## config.mk

```make
export PLATFORM = sky130hd
export DESIGN_NAME = m_fmd_code_tx_flat
export DESIGN_NICKNAME = d
export VERILOG_FILES = /design/src/rtl/m_fmd_code_tx_pkg.sv /design/src/rtl/m_fmd_code_tx_if.sv /design/src/rtl/m_fmd_code_tx_gap.sv /design/src/rtl/m_fmd_code_tx.sv /design/src/flat_wrapper.sv
export SDC_FILE = /design/constraint.sdc
export NUM_CORES = 1
export LEC_CHECK = 0
export CAP_MARGIN = 25
export CORE_UTILIZATION = 48
export CTS_BUF_LIST = sky130_fd_sc_hd__clkbuf_4 sky130_fd_sc_hd__clkbuf_8 sky130_fd_sc_hd__clkbuf_16
export DETAILED_ROUTE_END_ITERATION = 8
export GPL_ROUTABILITY_DRIVEN = 0
export PLACE_DENSITY = 0.75
export SLEW_MARGIN = 20
export SYNTH_ARGS = -nofsm -noshare
export SYNTH_HDL_FRONTEND = slang
export SYNTH_SLANG_ARGS = --single-unit
```

## constraint.sdc

```tcl
create_clock -name clk -period 2.8 [get_ports clk]
set_input_delay 0.42 -clock clk [delete_from_list [all_inputs] [get_ports clk]]
set_output_delay 0.42 -clock clk [all_outputs]
set_load 0.01 [all_outputs]
```

## src/rtl/m_fmd_code_tx_pkg.sv

```systemverilog
// Shared definitions for the FMD code transmitter and the lock receiver bench.
// State encoding, default code and acknowledge masks live here.
package m_fmd_code_tx_pkg;

   typedef enum logic [2:0] {
      S_IDLE     = 3'd0,
      S_STROBE   = 3'd1,
      S_WAIT_ACK = 3'd2,
      S_GAP      = 3'd3,
      S_CONFIRM  = 3'd4,
      S_CHECK    = 3'd5,
      S_DONE     = 3'd6,
      S_FAIL     = 3'd7
   } state_t;

   localparam logic [27:0] DEF_CODE = 28'h8324403;
   localparam logic [7:0]  ACK_ALL  = 8'hFF;
   localparam logic [2:0]  LAST_K   = 3'd6;

   // Bits 0..k set: receiver has latched digits 0 through k.
   function automatic logic [7:0] ack_mask(input logic [2:0] k);
      logic [8:0] t;
      t = (9'd1 << (k + 3'd1)) - 9'd1;
      return t[7:0];
   endfunction

endpackage

```

## src/rtl/m_fmd_code_tx_if.sv

```systemverilog
// Transmitter <-> lock receiver bundle.
// master = transmitter, slave = receiver side.
interface m_fmd_code_tx_if;

   logic       i_start;
   logic       i_abort;
   logic [7:0] iv_ack;
   logic [3:0] o_data;
   logic       o_set_data;
   logic       o_CE;
   logic       o_busy;
   logic       o_done;
   logic       o_pass;

   modport master (
      input  i_start, i_abort, iv_ack,
      output o_data, o_set_data, o_CE,
      output o_busy, o_done, o_pass
   );

   modport slave (
      output i_start, i_abort, iv_ack,
      input  o_data, o_set_data, o_CE,
      input  o_busy, o_done, o_pass
   );

endinterface

```

## src/rtl/m_fmd_code_tx_gap.sv

```systemverilog
// Load / count-down idle-gap timer.
// o_zero flags the final gap cycle.
module m_fmd_gap_timer (
   input  logic       clk,
   input  logic       i_Rst,
   input  logic       i_load,
   input  logic       i_en,
   input  logic [3:0] i_val,
   output logic       o_zero
);

   logic [3:0] r_cnt;

   always_ff @(posedge clk or posedge i_Rst) begin
      if (i_Rst) begin
         r_cnt <= 4'd0;
      end else if (i_load) begin
         r_cnt <= i_val;
      end else if (i_en && (r_cnt != 4'd0)) begin
         r_cnt <= r_cnt - 4'd1;
      end
   end

   assign o_zero = (r_cnt == 4'd0);

endmodule

```

## src/rtl/m_fmd_code_tx.sv

```systemverilog
// Sends a 7-digit code to the lock receiver, one strobe per digit,
// checking the acknowledge vector after each strobe and at confirm.
module m_fmd_code_tx
   import m_fmd_code_tx_pkg::*;
#(
   parameter logic [27:0] CODE       = DEF_CODE,
   parameter int unsigned GAP_CYCLES = 2
) (
   input logic             clk,
   input logic             i_Rst,
   m_fmd_code_tx_if.master bus
);

   localparam logic [3:0] GAP_LD = 4'(GAP_CYCLES - 1);

   state_t     r_state;
   logic [2:0] r_k;
   logic       r_last;
   logic [3:0] r_data;
   logic       r_set_n;
   logic       r_ce;
   logic       r_busy;
   logic       r_done;
   logic       r_pass;

   logic       w_load;
   logic       w_gap;
   logic       w_zero;
   logic       w_match;

   assign w_match = (bus.iv_ack == ack_mask(r_k));
   assign w_load  = (r_state == S_WAIT_ACK);
   assign w_gap   = (r_state == S_GAP);

   m_fmd_gap_timer u_gap (
      .clk    (clk),
      .i_Rst  (i_Rst),
      .i_load (w_load),
      .i_en   (w_gap),
      .i_val  (GAP_LD),
      .o_zero (w_zero)
   );

   // Outputs are set on entry to a state so they are valid for its cycle.
   always_ff @(posedge clk or posedge i_Rst) begin
      if (i_Rst) begin
         r_state <= S_IDLE;
         r_k     <= 3'd0;
         r_last  <= 1'b0;
         r_data  <= 4'd0;
         r_set_n <= 1'b1;
         r_ce    <= 1'b0;
         r_busy  <= 1'b0;
         r_done  <= 1'b0;
         r_pass  <= 1'b0;
      end else begin
         r_ce    <= 1'b0;
         r_set_n <= 1'b1;
         r_done  <= 1'b0;
         if ((r_state != S_IDLE) && bus.i_abort) begin
            r_state <= S_IDLE;
            r_busy  <= 1'b0;
            r_pass  <= 1'b0;
         end else begin
            case (r_state)
               S_IDLE: begin
                  if (bus.i_start) begin
                     r_pass  <= 1'b0;
                     r_k     <= 3'd0;
                     r_last  <= 1'b0;
                     r_busy  <= 1'b1;
                     r_ce    <= 1'b1;
                     r_set_n <= 1'b0;
                     r_data  <= CODE[3:0];
                     r_state <= S_STROBE;
                  end
               end
               S_STROBE: r_state <= S_WAIT_ACK;
               S_WAIT_ACK: begin
                  if (!w_match) begin
                     r_done  <= 1'b1;
                     r_pass  <= 1'b0;
                     r_state <= S_FAIL;
                  end else begin
                     if (r_k == LAST_K) r_last <= 1'b1;
                     else               r_k    <= r_k + 3'd1;
                     r_state <= S_GAP;
                  end
               end
               S_GAP: begin
                  if (w_zero) begin
                     r_ce    <= 1'b1;
                     r_set_n <= 1'b0;
                     if (r_last) begin
                        r_data  <= 4'd0;
                        r_state <= S_CONFIRM;
                     end else begin
                        r_data  <= CODE[{r_k, 2'b00} +: 4];
                        r_state <= S_STROBE;
                     end
                  end
               end
               S_CONFIRM: r_state <= S_CHECK;
               S_CHECK: begin
                  r_done  <= 1'b1;
                  r_pass  <= (bus.iv_ack == ACK_ALL);
                  r_state <= (bus.iv_ack == ACK_ALL) ? S_DONE : S_FAIL;
               end
               S_DONE, S_FAIL: begin
                  r_busy  <= 1'b0;
                  r_state <= S_IDLE;
               end
               default: r_state <= S_IDLE;
            endcase
         end
      end
   end

   assign bus.o_data     = r_data;
   assign bus.o_set_data = r_set_n;
   assign bus.o_CE       = r_ce;
   assign bus.o_busy     = r_busy;
   assign bus.o_done     = r_done;
   assign bus.o_pass     = r_pass;

endmodule

```

## src/flat_wrapper.sv

```systemverilog
// flat-port wrapper written by rule: the top's interface ports become plain ports
module m_fmd_code_tx_flat import m_fmd_code_tx_pkg::*;
#(
   parameter logic [27:0] CODE       = DEF_CODE,
   parameter int unsigned GAP_CYCLES = 2
)
  (clk, i_Rst, bus_i_start, bus_i_abort, bus_iv_ack, bus_o_data, bus_o_set_data, bus_o_CE, bus_o_busy, bus_o_done, bus_o_pass);
  m_fmd_code_tx_if bus_i ();
  input logic clk;
  input logic i_Rst;
  input wire logic [$bits(bus_i.i_start)-1:0] bus_i_start;
  input wire logic [$bits(bus_i.i_abort)-1:0] bus_i_abort;
  input wire logic [$bits(bus_i.iv_ack)-1:0] bus_iv_ack;
  output wire logic [$bits(bus_i.o_data)-1:0] bus_o_data;
  output wire logic [$bits(bus_i.o_set_data)-1:0] bus_o_set_data;
  output wire logic [$bits(bus_i.o_CE)-1:0] bus_o_CE;
  output wire logic [$bits(bus_i.o_busy)-1:0] bus_o_busy;
  output wire logic [$bits(bus_i.o_done)-1:0] bus_o_done;
  output wire logic [$bits(bus_i.o_pass)-1:0] bus_o_pass;
  assign bus_i.i_start = bus_i_start;
  assign bus_i.i_abort = bus_i_abort;
  assign bus_i.iv_ack = bus_iv_ack;
  assign bus_o_data = bus_i.o_data;
  assign bus_o_set_data = bus_i.o_set_data;
  assign bus_o_CE = bus_i.o_CE;
  assign bus_o_busy = bus_i.o_busy;
  assign bus_o_done = bus_i.o_done;
  assign bus_o_pass = bus_i.o_pass;
  m_fmd_code_tx #(.CODE(CODE), .GAP_CYCLES(GAP_CYCLES)) u_core (.clk(clk), .i_Rst(i_Rst), .bus(bus_i));
endmodule
```

# Word level (Yosys, flattened, before mapping)

Index checks and enable logic that the tools add are counted.

Flip-flop bits (word level): 20
Word-level logic and storage cells: 90

Add/subtract/negate cells: 3
Eq/ne operators: 18
Shift-type cells: 2
Muxes and demuxes: 38
Bitwise gates (word level): 1
Reductions and logical operators: 18

Operators with widths:

| cell                      | count |
|---|---|
| $shiftx A28 B6 Y4 const A | 1 |
| $mux W3                   | 8 |
| $pmux W3 S7               | 1 |
| $mux W4                   | 5 |
| $mux W1                   | 16 |
| $eq A3 B3 Y1 const B      | 5 |
| $pmux W1 S2               | 5 |
| $reduce_and A5 Y1         | 2 |
| $eq A8 B8 Y1              | 1 |
| $eq A8 B8 Y1 const B      | 1 |
| $pmux W4 S2               | 1 |
| $reduce_bool A4 Y1        | 2 |
| $shl A1 B3 Y8 const A     | 1 |
| $sub A8 B1 Y8 const B     | 1 |
| $eq A3 B2 Y1 const B      | 2 |
| $ne A2 B1 Y1 const B      | 3 |
| $pmux W3 S2               | 1 |
| $reduce_bool A2 Y1        | 3 |
| $reduce_bool A3 Y1        | 2 |
| $logic_not A4 Y1          | 1 |
| $ne A2 B2 Y1 const B      | 2 |
| $reduce_and A2 Y1         | 2 |
| $reduce_and A4 Y1         | 1 |
| $sub A4 B1 Y4 const B     | 1 |
| 11 further kinds          | 12 |

# Depth between registers and ports, before layout

Gate-level depths: netlist of the first run.

Word-level depth: 7
Gate-level depth with buffers: 11
Gate-level depth less buffers: 10

# By module

A second synthesis of the first run with hierarchy kept.

Cells, all modules: 177
Area total of the unflattened synthesis: 1481.4 µm²

By module, submodules not included:

| module          | instances | cells each | area each (µm²) | seq. area each (µm²) |
|---|---|---|---|---|
| m_fmd_code_tx   | 1         | 149        | 1219.9          | 401.6 |
| m_fmd_gap_timer | 1         | 28         | 261.5           | 100.1 |

# Least setup slack after synthesis of the first run

Ideal clock, no wire load.

Path kind: register to register
Start: reg u_core.r_k[0]
End: reg u_core.r_k[2]
Arrival: 2.713 ns
Data required time: 2.678 ns
Setup slack: -0.034 ns
Cell stages (with the launch flop): 12
Path buffers: 1
Period minus slack after synthesis: 2.834 ns
Cell sequence: dfrtp_1 > ha_1 > ha_1 > clkbuf_1 > nand2_1 > ha_1 > or3b_1 > a32oi_1 > xnor2_1 > nor4_4 > nand3_1 > a32o_1

Longest elaborated chain between the ends: 6
Elaborated cells between the ends (all ways): 11
Classes of those cells: add/sub (2); eq/ne (4); shift (1); mux (3); reduce/logical (1)

RTL lines:

| element                            | line                                         | source |
|---|---|---|
| start: declaration                 | m_fmd_code_tx.sv:17                          | `logic [2:0] r_k;` |
| start signal: assignment           | m_fmd_code_tx.sv:86                          | `else r_k <= r_k + 3'd1;` |
| $add A3 B1 Y3                      | m_fmd_code_tx_pkg.sv:23, m_fmd_code_tx.sv:86 |  |
| $shl A1 B3 Y8                      | m_fmd_code_tx_pkg.sv:23                      | `t = (9'd1 << (k + 3'd1)) - 9'd1;` |
| $sub A8 B1 Y8                      | m_fmd_code_tx_pkg.sv:23                      |  |
| $eq A8 B8 Y1                       | m_fmd_code_tx.sv:31                          | `assign w_match = (bus.iv_ack == ack_mask(r_k));` |
| $ne A2 B1 Y1 (no source line)      | --                                           |  |
| $reduce_and A5 Y1 (no source line) | --                                           |  |

Parallel ways exist; a longest one is shown, timed or not. The select of a mux whose other input is x is not followed.
A chain may end at the register's enable or synchronous reset.

# Worst setup path after layout of the first run

Start: reg u_core.r_k[1]
End: reg u_core.r_k[2]

The elaborated chain is that of the path after synthesis.

==> flow_summary.toml, run 1 <==
[synth]
synth_nets = 182
yosysTopAreaCellShare_pct = 33.72
ys_seq_elements = 20
synthArstFlopShare_pct = 100.0
yosysWarningCount = 0
synthFlopType = "dfrtp_1"
synth_area_sq_um = 1410
yosysSeqAreaShare_pct = 35.58
synth_enable_flop_cells = 0
synth.avg_cell_area_sq_um = 8.704
synthTopCellsByArea = "dfrtp_1 (34%), ha_1 (7.1%), xnor2_1 (4.3%)"
yosys.area.top_type = "dfrtp_1"
synthCells = 162
synth.distinct_cells = 43

[clock_network]
root_buffer = "clkbuf_4"
clk_pin_slew_worst_paths_ns = 0.11
cts_buffers = 3
clk_latency_ns = 0.30
clock_path_buffers = 2
clkSinkCount = 20
hold_buffers = 0
cts_tree = "yes"
h-tree-depth = 1

[routing]
wl_per_cell_um = 15.11
postRouteWirelength_um = 3279
drt_iter0_drc = 40
vias = 1244
route.detailed.drc = 0
dr.pass1.iters = 4
via_per_inst = 5.733
final_antenna_net_count = 0

[setup_path]
r2r_cells = 11
cp_slowest_cell = "dfrtp_1"
cp_num_cells = 11
cp-endpoint = "u_core.r_k[2]"
crit_fanout = 7
crit_top_cell = "ha_2"
slowest_delay_ns = 0.45
path_cells = "ha_2 -> ha_4 -> nand2_1 -> ha_2 -> or3b_1 -> a32oi_1 -> xnor2_1 -> nor4_4 -> buf_4 -> nand3_1 -> a32o_1"
rr_startpoint = "u_core.r_k[1]"
cp_top_family = "simple AND/OR/NAND/NOR gates"
r2r-end = "u_core.r_k[2]"
cp.arrival_ns = 2.90
reg2reg_slack_ns = 0.10
crit_buf_inv = 1
cp.required_ns = 3.00
cp-startpoint = "u_core.r_k[1]"
worst_setup_path_start_kind = "flip-flop"
worstSetupPathType = "reg2reg"
end_kind = "flip-flop"

[power_and_ir_drop]
intPower_mw = 0.6088
p_sw_share_pct = 37.88
p_leak_nw = 0.7501
p_sw_mw = 0.3712
pwr-share-seq_pct = 43.9
combPwrFrac_pct = 38.9
vdd_drop_max_mv = 0.4941
clock_power_share_pct = 17.3
power_density_nw_per_um2 = 565.2

[sta]
slew_headroom_pct = 50.53
fin_crit_ns = 2.698
whs_ns = 0.4975
finalMaxSlewViolations = 0
final.setup.tns_ns = 0
finClkSkew_ns = 0.0009318
post-route-period-util_pct = 96.36
finalSetupViolations = 0
finalHoldViolations = 0
clock.fmax_mhz = 370.6
worst_pin_slew_ns = 0.7353

[global_route]
antenna_found_initial = 0
grt.total_usage_pct = 21.47
gr-total-overflow = 0
grt_pass1_wl_um = 5319
grt_pass1_vias = 1256
grt_max_degree = 21

[die]
die_x_um = 56.20
die_area_sq_um = 3158
rows = 19
initial_core_util_pct = 50.70
fp.coreArea_sq_um = 2781
dieHeight_um = 56.20
num_io_pins = 21

[final_layout]
layout_common_cells = "clkdlybuf4s50_1 (20), dfrtp_1 (19), nor2_1 (16), nand2_1 (16), inv_1 (12)"
nets = 207
synthToLayoutAreaGrowth_pct = 22.98
drive_above_1_share_pct = 10.22
fill_cells = 235
final_common_cell = "clkdlybuf4s50_1"
n_antenna_cell = 0

[placed_design]
hpwl_um = 2460
portBuffers = 20

[run]
cap_viol_max_count = 0

[worst_hold_path]
hold_class = "reg2reg"

[status]
status = "finished clean"
-- cells by family (layout without fill, tap and decap cells) --
| family | Yosys count | count (layout) | share of synthesized area (%) |
|---|---|---|---|
| buffers and inverters | 18 | 42 | 4.791 |
| AND/OR/NAND/NOR | 70 | 70 | 26.89 |
| AO/OA/AOI/OAI | 28 | 28 | 14.02 |
| multiplexers | 4 | 4 | 2.928 |
| XOR/XNOR | 14 | 14 | 8.696 |
| adder cells (fa/ha/maj) | 8 | 8 | 7.099 |
| flip-flops | 20 | 20 | 35.58 |
-- power by group through the flow --
stage	registers [mW]	clock network, mW	logic (mW)
floorplan	0.412	0	0.271
global placement	0.433	0	0.363
detailed placement	0.433	0	0.378
CTS	0.429	0.173	0.379
global route	0.441	0.184	0.415
finish	0.430	0.169	0.381
-- worst min-delay path by stage --
stage,start,endpoint,slack [ns],depth (start not counted)
floorplan,i_Rst,u_core.bus.o_CE,0.38,1
global placement,u_core.bus.o_data[3],u_core.bus.o_data[3],0.48,2
detailed placement,u_core.bus.o_data[3],u_core.bus.o_data[3],0.48,2
CTS,u_core.bus.o_data[3],u_core.bus.o_data[3],0.50,2
global route,u_core.bus.o_data[3],u_core.bus.o_data[3],0.54,2
finish,u_core.bus.o_data[3],u_core.bus.o_data[3],0.50,2
-- sequential cells by signal, indices dropped and copies added, names as in the netlist --
register               count
u_core.r_state             3
u_core.bus.o_done          1
u_core.bus.o_pass          1
u_core.bus.o_busy          1
u_core.bus.o_data          4
u_core.r_last              1
u_core.u_gap.r_cnt         4
u_core.bus.o_set_data      1
u_core.r_k                 3
u_core.bus.o_CE            1
-- per-layer routing --
metal / up-vias / GRT usage [%] / share of wire, %
met1: 592 / 25.67 / 43
li1: 617 / - / -
met5: - / 0 / 0
met2: 27 / 37.93 / 52
met3: 8 / 5.349 / 3.7
met4: 0 / 6.272 / 1.4
-- cell usage after synthesis, drive strengths merged (3+ instances only) --
library cell,number
and2,4
mux2i,3
a21oi,4
dfrtp,19
nand2b,4
a32oi,3
nor2,16
xor2,7
nor2b,3
nand4,3
and3,3
nand3,4
inv,12
nor3,4
ha,8
xnor2,7
nor4,6
nand2,16
nor3b,4
clkbuf,6
o21ai,8
-- timing repair --
action | 4_1_cts | 5_1_grt
endpoints found under the setup margin | 0 | 6
setup buffers | 0 | 3
resized for setup | 0 | 5
-- final cells by class --
type	instances	area (sq um)	area share, %
Inverter	12	45.04	2.597
Multi-Input combinational cell	124	867.1	50.00
Sequential cell	20	501.7	28.93
Clock buffer	4	36.28	2.092
Tap cell	31	38.79	2.237
Timing Repair Buffer	26	245.2	14.14
-- through the flow --
step	cell area, sq um	utilization (%)	power (mW)	instances	worst slack (ns)
2_1_floorplan	1410	-	0.6825	162	0.02944
3_3_place_gp	1649	59.29	0.7959	210	0.1505
3_5_place_dp	1649	59.29	0.8115	210	0.05835
4_1_cts	1685	60.59	0.9813	214	0.02714
5_1_grt	1734	62.35	1.040	217	-0.02265
6_report	1734	62.35	0.9801	217	0.1018
-- worst register-to-register path, stage by stage (launching register included) --
cell	delay [ns]
dfrtp_1	0.45
ha_2	0.24
ha_4	0.22
nand2_1	0.07
ha_2	0.17
or3b_1	0.35
a32oi_1	0.21
xnor2_1	0.14
nor4_4	0.27
buf_4	0.18
nand3_1	0.08
a32o_1	0.23
(Power assumes the default switching activity.)
==> inputs of run 2 (changes only) <==
--- a/config.mk
+++ b/config.mk
@@ -8,2 +8,3 @@
 export CAP_MARGIN = 25
+export CORE_MARGIN = 3
 export CORE_UTILIZATION = 48
@@ -12,3 +13,3 @@
 export GPL_ROUTABILITY_DRIVEN = 0
-export PLACE_DENSITY = 0.75
+export PLACE_DENSITY = 0.82
 export SLEW_MARGIN = 20
==> constraint.sdc (replaced) <==
create_clock -name clk -period 2.8 [get_ports clk]
set_input_delay 0.28 -clock clk [delete_from_list [all_inputs] [get_ports clk]]
set_output_delay 0.28 -clock clk [all_outputs]
set_load 0.01 [all_outputs]
==> run 2 against run 1 <==
Final cell count unchanged. Routed wire length grew 1.2%. Register-to-register slack worse by 0.02 ns.
==> flow_summary.toml, run 2 (same netlist as run 1, synthesis figures left out) <==
[sta]
worst_pin_slew_ns = 0.7534
finalMaxSlewViolations = 0
fin_crit_ns = 2.719
slew_headroom_pct = 49.72
final.setup.tns_ns = 0
post-route-period-util_pct = 97.11
finalSetupViolations = 0
fin_ws_ns = 0.08096
clock.fmax_mhz = 367.8
finalHoldViolations = 0
whs_ns = 0.3865
finClkSkew_ns = 0.004868

[placed_design]
post-place-ws_ns = 0.04143
dp_cells = 210
portBuffers = 20
placed_area_sq_um = 1649
hpwl_um = 2488

[clock_network]
root_buffer = "clkbuf_4"
h-tree-depth = 1
clock_path_buffers = 2
cts_tree = "yes"
clk_latency_ns = 0.31
clk_pin_slew_worst_paths_ns = 0.12
cts_buffers = 3
clkSinkCount = 20

[global_route]
grt.total_usage_pct = 19.94
grt_max_degree = 21
grt_pass1_wl_um = 5451
antenna_found_initial = 0
gr-total-overflow = 0
grt_pass1_vias = 1264

[die]
die_x_um = 60.20
rows = 19
dieHeight_um = 60.20
fp.coreArea_sq_um = 2781
die_area_sq_um = 3624
num_io_pins = 21
initial_core_util_pct = 50.70

[setup_path]
cp.required_ns = 3.01
path_cells = "ha_2 -> ha_4 -> nand2_1 -> ha_1 -> or3b_4 -> a32oi_2 -> xnor2_2 -> nor4_4 -> buf_4 -> nand3_1 -> a32o_1"
crit_buf_inv = 1
end_kind = "flip-flop"
cp.arrival_ns = 2.93
slowest_delay_ns = 0.46
cp_slowest_cell = "dfrtp_1"
worstSetupPathType = "reg2reg"
worst_setup_path_start_kind = "flip-flop"
cp_top_family = "simple AND/OR/NAND/NOR gates"
crit_fanout = 6

[routing]
vias = 1275
route.detailed.drc = 0
dr.pass1.iters = 5
drt_iter0_drc = 71
wl_per_cell_um = 15.29
via_per_inst = 5.876
postRouteWirelength_um = 3318
final_antenna_net_count = 0

[power_and_ir_drop]
clock_power_share_pct = 17.6
power_density_nw_per_um2 = 561.9
p_sw_share_pct = 37.80
vdd_drop_max_mv = 0.4934
p_sw_mw = 0.3702
total_power_mw = 0.9794
combPwrFrac_pct = 38.5
pwr-share-seq_pct = 43.9
intPower_mw = 0.6092
p_leak_nw = 0.7603

[final_layout]
final_common_cell = "clkdlybuf4s50_1"
n_antenna_cell = 0
final_cell_area_sq_um = 1743
stdcell_count = 217
layout_common_cells = "clkdlybuf4s50_1 (20), dfrtp_1 (19), nor2_1 (16), nand2_1 (16), inv_1 (12)"
utilization_pct = 62.66
nets = 207
drive_above_1_share_pct = 11.29
synthToLayoutAreaGrowth_pct = 23.60

[status]
status = "finished clean"

[run]
cap_viol_max_count = 0

[worst_hold_path]
hold_class = "in2async"
[run 2: cell counts in the layout (fill, tap and decap cells not counted)]
Identical to the previous run, type by type.
[run 2: path summary, 6_finish.rpt]
path,from,end,depth (start not counted),slack [ns]
setup / recovery,u_core.r_k[1],u_core.r_k[2],11,0.08
hold / removal,i_Rst,u_core.u_gap.r_cnt[2],2,0.39
setup reg to reg,u_core.r_k[1],u_core.r_k[2],11,0.08
hold reg to reg,u_core.bus.o_data[3],u_core.bus.o_data[3],2,0.50
max in group asynchronous,i_Rst,u_core.r_state[2],2,1.94
min in group clk,u_core.bus.o_data[3],u_core.bus.o_data[3],2,0.50
[run 2: layout make-up]
class | count | area (sq um)
Fill cell | 247 | 1039
Sequential cell | 20 | 501.7
Clock buffer | 4 | 36.28
Inverter | 12 | 45.04
Multi-Input combinational cell | 124 | 875.8
Timing Repair Buffer | 26 | 245.2
Tap cell | 31 | 38.79
[run 2: repair_timing]
item,in CTS,in global routing
endpoints found under the setup margin,0,7
buffers inserted,0,3
hold buffers,0,0
resized for setup,0,6
[run 2: layer usage]
metal | vias up | track usage [%] | share of wire [%]
met5 | - | 0 | 0
met4 | 0 | 9.177 | 1.4
met3 | 5 | 1.296 | 3.3
met2 | 29 | 35.03 | 52
met1 | 618 | 24.60 | 43
li1 | 623 | - | -
[run 2: power groups by stage]
stage | clock network [mW] | registers, mW | logic [mW]
3_3_place_gp | 0 | 0.430 | 0.360
6_report | 0.172 | 0.430 | 0.377
4_1_cts | 0.173 | 0.429 | 0.375
2_1_floorplan | 0 | 0.412 | 0.271
3_5_place_dp | 0 | 0.435 | 0.373
5_1_grt | 0.188 | 0.441 | 0.425
==> inputs of run 3 (changes only) <==
Settings changed: TNS_END_PERCENT set to 30.
==> results of run 3 <==
Final layout, timing and power as in run 2 (identical DEF).
